File: src/rtl/mem_ls_sequencer.sv
// mem_ls_sequencer: CPU load/store sequencer onto a big-endian word memory, with
// read-modify-write for partial stores. Optional access timeout: MEM_LS_TIMEOUT_EN.
`default_nettype none

module mem_ls_sequencer (
  input  logic        clk,
  input  logic        rst,
  input  logic        req_valid,
  output logic        req_ready,
  input  logic        req_write,
  input  logic [31:0] req_addr,
  input  logic [1:0]  req_size,
  input  logic        req_unsigned,
  input  logic [31:0] req_wdata,
  output logic        resp_valid,
  output logic [31:0] resp_rdata,
  output logic        resp_error,
  output logic        mem_en,
  output logic        mem_we,
  output logic [31:0] mem_addr,
  output logic [31:0] mem_wdata,
  input  logic [31:0] mem_rdata,
  input  logic        mem_ready,
  output logic        busy
);

  typedef enum logic [1:0] {IDLE = 2'd0, READ = 2'd1, WRITE = 2'd2, RESP = 2'd3} state_t;

  state_t      state;
  logic [1:0]  lat_off;
  logic [1:0]  lat_size;
  logic        lat_unsigned;
  logic [31:0] lat_wdata;
  logic        lat_write;
`ifdef MEM_LS_TIMEOUT_EN
  logic [7:0]  tmo_cnt;
`endif

  function automatic logic is_illegal(input logic [1:0] sz, input logic [1:0] off);
    return (sz == 2'd3) || (sz == 2'd1 && off[0]) || (sz == 2'd0 && off != 2'd0);
  endfunction

  function automatic logic [31:0] load_extract(input logic [31:0] w, input logic [1:0] off,
                                               input logic [1:0] sz, input logic uns);
    logic [7:0]  b;
    logic [15:0] h;
    case (off)
      2'd0:    b = w[31:24];
      2'd1:    b = w[23:16];
      2'd2:    b = w[15:8];
      default: b = w[7:0];
    endcase
    h = off[1] ? w[15:0] : w[31:16];
    case (sz)
      2'd2:    return uns ? {24'b0, b} : {{24{b[7]}}, b};
      2'd1:    return uns ? {16'b0, h} : {{16{h[15]}}, h};
      default: return w;
    endcase
  endfunction

  // Only the addressed lane of the read word is replaced by the right-aligned store data.
  function automatic logic [31:0] store_merge(input logic [31:0] w, input logic [1:0] off,
                                              input logic [1:0] sz, input logic [31:0] d);
    logic [31:0] r;
    r = w;
    if (sz == 2'd2) begin
      case (off)
        2'd0:    r[31:24] = d[7:0];
        2'd1:    r[23:16] = d[7:0];
        2'd2:    r[15:8]  = d[7:0];
        default: r[7:0]   = d[7:0];
      endcase
    end else if (off[1]) begin
      r[15:0] = d[15:0];
    end else begin
      r[31:16] = d[15:0];
    end
    return r;
  endfunction

  always_ff @(posedge clk) begin
    if (rst) begin
      state        <= IDLE;
      req_ready    <= 1'b1;
      busy         <= 1'b0;
      mem_en       <= 1'b0;
      mem_we       <= 1'b0;
      mem_addr     <= 32'd0;
      mem_wdata    <= 32'd0;
      resp_valid   <= 1'b0;
      resp_rdata   <= 32'd0;
      resp_error   <= 1'b0;
      lat_off      <= 2'd0;
      lat_size     <= 2'd0;
      lat_unsigned <= 1'b0;
      lat_wdata    <= 32'd0;
      lat_write    <= 1'b0;
`ifdef MEM_LS_TIMEOUT_EN
      tmo_cnt      <= 8'd0;
`endif
    end else begin
      resp_valid <= 1'b0;
      case (state)
        IDLE: begin
          if (req_valid) begin
            lat_off      <= req_addr[1:0];
            lat_size     <= req_size;
            lat_unsigned <= req_unsigned;
            lat_wdata    <= req_wdata;
            lat_write    <= req_write;
            mem_addr     <= {req_addr[31:2], 2'b00};
            req_ready    <= 1'b0;
            busy         <= 1'b1;
`ifdef MEM_LS_TIMEOUT_EN
            tmo_cnt      <= 8'd0;
`endif
            if (is_illegal(req_size, req_addr[1:0])) begin
              state      <= RESP;
              resp_valid <= 1'b1;
              resp_error <= 1'b1;
              resp_rdata <= 32'd0;
            end else if (req_write && req_size == 2'd0) begin
              state     <= WRITE;
              mem_en    <= 1'b1;
              mem_we    <= 1'b1;
              mem_wdata <= req_wdata;
            end else begin
              state  <= READ;
              mem_en <= 1'b1;
              mem_we <= 1'b0;
            end
          end
        end
        READ: begin
          if (mem_ready) begin
            if (lat_write) begin
              state     <= WRITE;
              mem_we    <= 1'b1;
              mem_wdata <= store_merge(mem_rdata, lat_off, lat_size, lat_wdata);
`ifdef MEM_LS_TIMEOUT_EN
              tmo_cnt   <= 8'd0;
`endif
            end else begin
              state      <= RESP;
              mem_en     <= 1'b0;
              resp_valid <= 1'b1;
              resp_error <= 1'b0;
              resp_rdata <= load_extract(mem_rdata, lat_off, lat_size, lat_unsigned);
            end
          end
`ifdef MEM_LS_TIMEOUT_EN
          else if (tmo_cnt == 8'd254) begin
            tmo_cnt    <= 8'd255;
            state      <= RESP;
            mem_en     <= 1'b0;
            mem_we     <= 1'b0;
            resp_valid <= 1'b1;
            resp_error <= 1'b1;
            resp_rdata <= 32'd0;
          end else begin
            tmo_cnt <= tmo_cnt + 8'd1;
          end
`endif
        end
        WRITE: begin
          if (mem_ready) begin
            state      <= RESP;
            mem_en     <= 1'b0;
            mem_we     <= 1'b0;
            resp_valid <= 1'b1;
            resp_error <= 1'b0;
            resp_rdata <= 32'd0;
          end
`ifdef MEM_LS_TIMEOUT_EN
          else if (tmo_cnt == 8'd254) begin
            tmo_cnt    <= 8'd255;
            state      <= RESP;
            mem_en     <= 1'b0;
            mem_we     <= 1'b0;
            resp_valid <= 1'b1;
            resp_error <= 1'b1;
            resp_rdata <= 32'd0;
          end else begin
            tmo_cnt <= tmo_cnt + 8'd1;
          end
`endif
        end
        default: begin
          state     <= IDLE;
          req_ready <= 1'b1;
          busy      <= 1'b0;
        end
      endcase
    end
  end

endmodule

`default_nettype wire
File: config.mk
export PLATFORM = sky130hd
export DESIGN_NAME = mem_ls_sequencer
export DESIGN_NICKNAME = d
export VERILOG_FILES = /design/src/rtl/mem_ls_sequencer.sv
export SDC_FILE = /design/constraint.sdc
export NUM_CORES = 1
export LEC_CHECK = 0
export ABC_AREA = 0
export CELL_PAD_IN_SITES_DETAIL_PLACEMENT = 1
export CELL_PAD_IN_SITES_GLOBAL_PLACEMENT = 1
export CORE_ASPECT_RATIO = 0.8
export CORE_MARGIN = 10
export CORE_UTILIZATION = 35
export DETAILED_ROUTE_END_ITERATION = 6
export PLACE_DENSITY_LB_ADDON = 0.1
export SYNTH_ARGS = -nofsm -noshare
export SYNTH_HDL_FRONTEND = slang
export SYNTH_SLANG_ARGS = --single-unit
File: constraint.sdc
create_clock -name clk -period 3.25 [get_ports clk]
set_input_delay 0.65 -clock clk [delete_from_list [all_inputs] [get_ports clk]]
set_output_delay 0.65 -clock clk [all_outputs]
set_load 0.01 [all_outputs]
# == After elaboration in Yosys (flattened, before gate mapping) ==
# Cells that the tools add are included.
# classes
reduce_logical,20
n_bitwise,1
n_eq_ne,16
mux,56
# ops
operator,n
32-bit 2-to-1 mux,13
32-bit case mux with 2 select lines,2
32-bit case mux with 3 select lines,1
16-bit 2-to-1 mux,3
8-bit 2-to-1 mux,4
8-bit case mux with 3 select lines,1
6-bit AND reduction,4
1-bit 2-to-1 mux,20
2-bit inequality test (second input constant),8
1-bit case mux with 3 select lines,4
2-bit 2-to-1 mux,5
2-bit by 1-bit == test with 1-bit output (second input constant),4
2-bit == test (second input constant),4
2-bit logical NOT,3
2-bit case mux with 3 select lines,1
1-bit case mux with 2 select lines,2
2-bit AND reduction,2
2-bit nonzero test,2
1-bit logical AND,3
3-bit AND reduction,1
3-bit nonzero test,1
3-bit OR reduction,1
1-bit logical OR,2
2-bit OR reduction,1
1-bit inverter,1
# word_totals
wordCells,108
output_inout_bits,102
reg_bits,124

# == Longest topological paths before layout ==
# depth
word_depth,7
ltp_mapped,11
ltp_nobuf,7

# == Worst setup path before layout ==
# Ideal clock, no wire load.
# synth_path
path_type,input -> register
start,in req_size[0]
end,reg resp_rdata[12]
n_path_buf,3
t_arrival_ns,2.045
setup_slack_ns,1.088
cell_stages,8
path_cell_list,and2b_1 -> o31ai_2 -> a2111o_1 -> buf_6 -> nor2b_4 -> buf_6 -> buf_8 -> a22o_1
# synth_between
elab_chain_cells,6
# synth_lines
item,line,rtl
start: declaration,12,"input logic [1:0] req_size,"
2-bit by 1-bit == test with 1-bit output,40,return (sz == 2'd3) || (sz == 2'd1 && off[0]) || (sz == 2'd0 && off != 2'd0);
1-bit logical AND,40,
1-bit logical OR,40,
1-bit logical OR (*),40,
2-bit inequality test (no source line) (*),n/a,
6-bit AND reduction (no source line) (*),n/a,
end signal: assignment,148,"resp_rdata <= load_extract(mem_rdata, lat_off, lat_size, lat_unsigned);"
end: declaration,16,"output logic [31:0] resp_rdata,"
# Mark *: on every way between the ends. The rest lies on a longest branch, timed or not.
# A chain may end at the register's enable or synchronous reset.

# == Final worst setup path ==
# layout_path
start,reg state[0]
end,reg resp_rdata[7]
# layout_between
elab_chain_cells,3
# layout_lines
item,line,rtl
start: declaration,29,state_t state;
start signal: assignment,83,state <= IDLE;
start signal: assignment,118,state <= RESP;
start signal: assignment,123,state <= WRITE;
2-bit by 1-bit == test with 1-bit output (tied with other cells),103,case (state)
2-bit inequality test (no source line) or 3-bit nonzero test (tied branches),n/a,
6-bit AND reduction (no source line),n/a,
# Parallel ways exist; a longest one is shown, timed or not.

==> metrics.cfg <==
[die]
fp.dieW_um=165
rows=42
io_pins=206
die-area_mm2=0.0224
core_mm2=0.0165
die_h_um=136
initial_utilization_pct=35.7

[synthesis]
yosysWarnings=0
synth_ff_type=dfxtp_1
postSynthCellCount=727
synth_cell_types=48
synth-seq-cells=124
ys_async_sr_fraction_pct=0
synth_edf_count=0
syn_area_per_cell_um2=8.09
synth_area_mm2=0.00588
yosysSeqAreaShare_pct=42.2
synth_top_area_share_pct=42.2
synth.largest_area_cell=dfxtp_1
synth_area_leaders=dfxtp_1 (42%), nand2_1 (9.6%), a21oi_1 (7.1%)

[finish]
mostFrequentLayoutCells=clkdlybuf4s50_1 (202), nand2_1 (149), dfxtp_1 (123), nor2_1 (91), a21oi_1 (83)
final_common_cell=clkdlybuf4s50_1
synthToLayoutAreaGrowth_pct=46.8
layout-drive-gt1-share_pct=6.78
nNetsFinal=1012
fill_cells=1946

[clocking]
root_buffer=clkbuf_16
htree_levels=4
clkLatencyLatePin_ps=420
clock_sinks=124
post-cts-setup-buffers=0
clkSlewWorstSetupHoldPaths_ps=60
clockBufferDepth=2
hold_buffers=0
cts_resized=0
cts_buffers=17
cts_tree=yes

[route]
vias=6191
totalWireLength_mm=24.9
drtIter0Drc=388
drt_first_pass_iters=4
remaining_drc_errors=0
drtAntennaViolNets=0
avgViaCountPerCell=5.45
wl_per_cell_um=21.9

[pwr]
fin_total_pwr_w=0.00732
peakVddDrop_uv=463
power.density_mw_per_mm2=847
p_leak_nw=3.13

[sta]
relSlewSlack_pct=42.3
min_period_ps=2690
tightest_slew_ps=860
rsz0062_at_grt=no
worst_slack_ps=556
period_share_pct=82.9
fin_skew_ps=5.99
drv_slew=0
hold_viol_final=0
setup_violations=0
tns_ps=0
fmax_mhz=371

[grt]
grt_max_degree=71
grt_overflow=0
grt_pass1_vias=6524
grt_pass1_wl_mm=37.4
grtUsageTotal_pct=21.6
antenna_found_initial=2

[critical_path]
worstPathRequired_ps=3610
cp_max_fo=25
worstSetupPathType=reg2reg
critPathCaptureType=register
critPathLaunchType=register
arrival_ps=3050

[worst_hold_path]
hp-class=reg2reg

[placement]
dp_slack_ps=235
hpwl_mm=18.4
portBuffers=203
gp_congestion=0.891

[status]
outcome=finished clean

[job]
drv_cap=0

## per-stage QoR
step	instance area (um2)	utilization, %	hold WS [ps]	instances
floorplan	5890	-	445	728
global placement	8000	48.5	438	1103
detailed placement	8000	48.5	448	1103
CTS	8640	52.3	457	1135
global route	8640	52.3	473	1135
finish	8640	52.4	454	1136
## synth_stat cells, types with 9 or more instances
cell / number
nand2_1: 150
dfxtp_1: 124
nor2_1: 91
a21oi_1: 83
clkbuf_1: 39
mux2i_1: 33
o21ai_0: 22
a2111oi_0: 18
nor3_1: 17
o2bb2ai_1: 16
a22o_1: 9
buf_2: 9
nor2b_1: 9
## registers in the layout (all words and copies together) (netlist names), 2 cells and up
| register | count |
|---|---|
| mem_addr | 30 |
| lat_off | 2 |
| lat_wdata | 16 |
| resp_rdata | 32 |
| mem_wdata | 32 |
| lat_size | 2 |
| state | 2 |
## worst paths after layout
check | startpoint | endpoint | slack [ps] | depth (start not counted)
max | state[0] | resp_rdata[7] | 560 | 7
min | busy | busy | 450 | 2
max reg2reg | state[0] | resp_rdata[7] | 560 | 7
min reg2reg | busy | busy | 450 | 2
## power by group
part / internal, W / switching (W) / leakage (nW)
registers: 0.00189 / 0.000269 / 1.01
clock network: 0.00130 / 0.000741 / 0.295
logic: 0.00133 / 0.00179 / 1.82
total: 0.00452 / 0.00280 / 3.13
## cell type report
type                    instances  area, um2  share of cell area (%)
clock buffers                  18        439                    5.08
well taps                     220        275                    3.19
diodes                          1       2.50                  0.0290
clock inverters                14        194                    2.24
inverters                       9       33.8                   0.391
repair buffers                213       2120                    24.5
flip-flops and latches        124       2480                    28.7
multi-input cells             537       3090                    35.8
## cell families (layout without fill, tap and decap cells)
group | after synthesis | after routing | synth area share [%]
buf+inv | 67 | 254 | 5.36
fa+ha+maj | 6 | 6 | 1.28
flops | 124 | 124 | 42.2
simple gates | 285 | 285 | 19.9
other cells | 1 | 3 | 0.0637
compound gates | 202 | 202 | 23.7
mux | 42 | 42 | 7.53
## critical path, stage by stage (launching register included)
cell and delay (ps):
dfxtp_1 340, inv_1 90, ha_1 460, nand2b_1 170, o21ai_1 370, a2111o_1 370, nor2b_4 590, a22o_1 240
## layer usage
metal  track usage [%]  share of wire, %  up-vias
met1              26.6                43     3060
met5                 0             0.052        -
met2              35.3                47      203
met4              6.58               1.5        2
met3              6.89               7.9       28
li1                  -                 -     2898
Power figures use the tool's default switching activity.
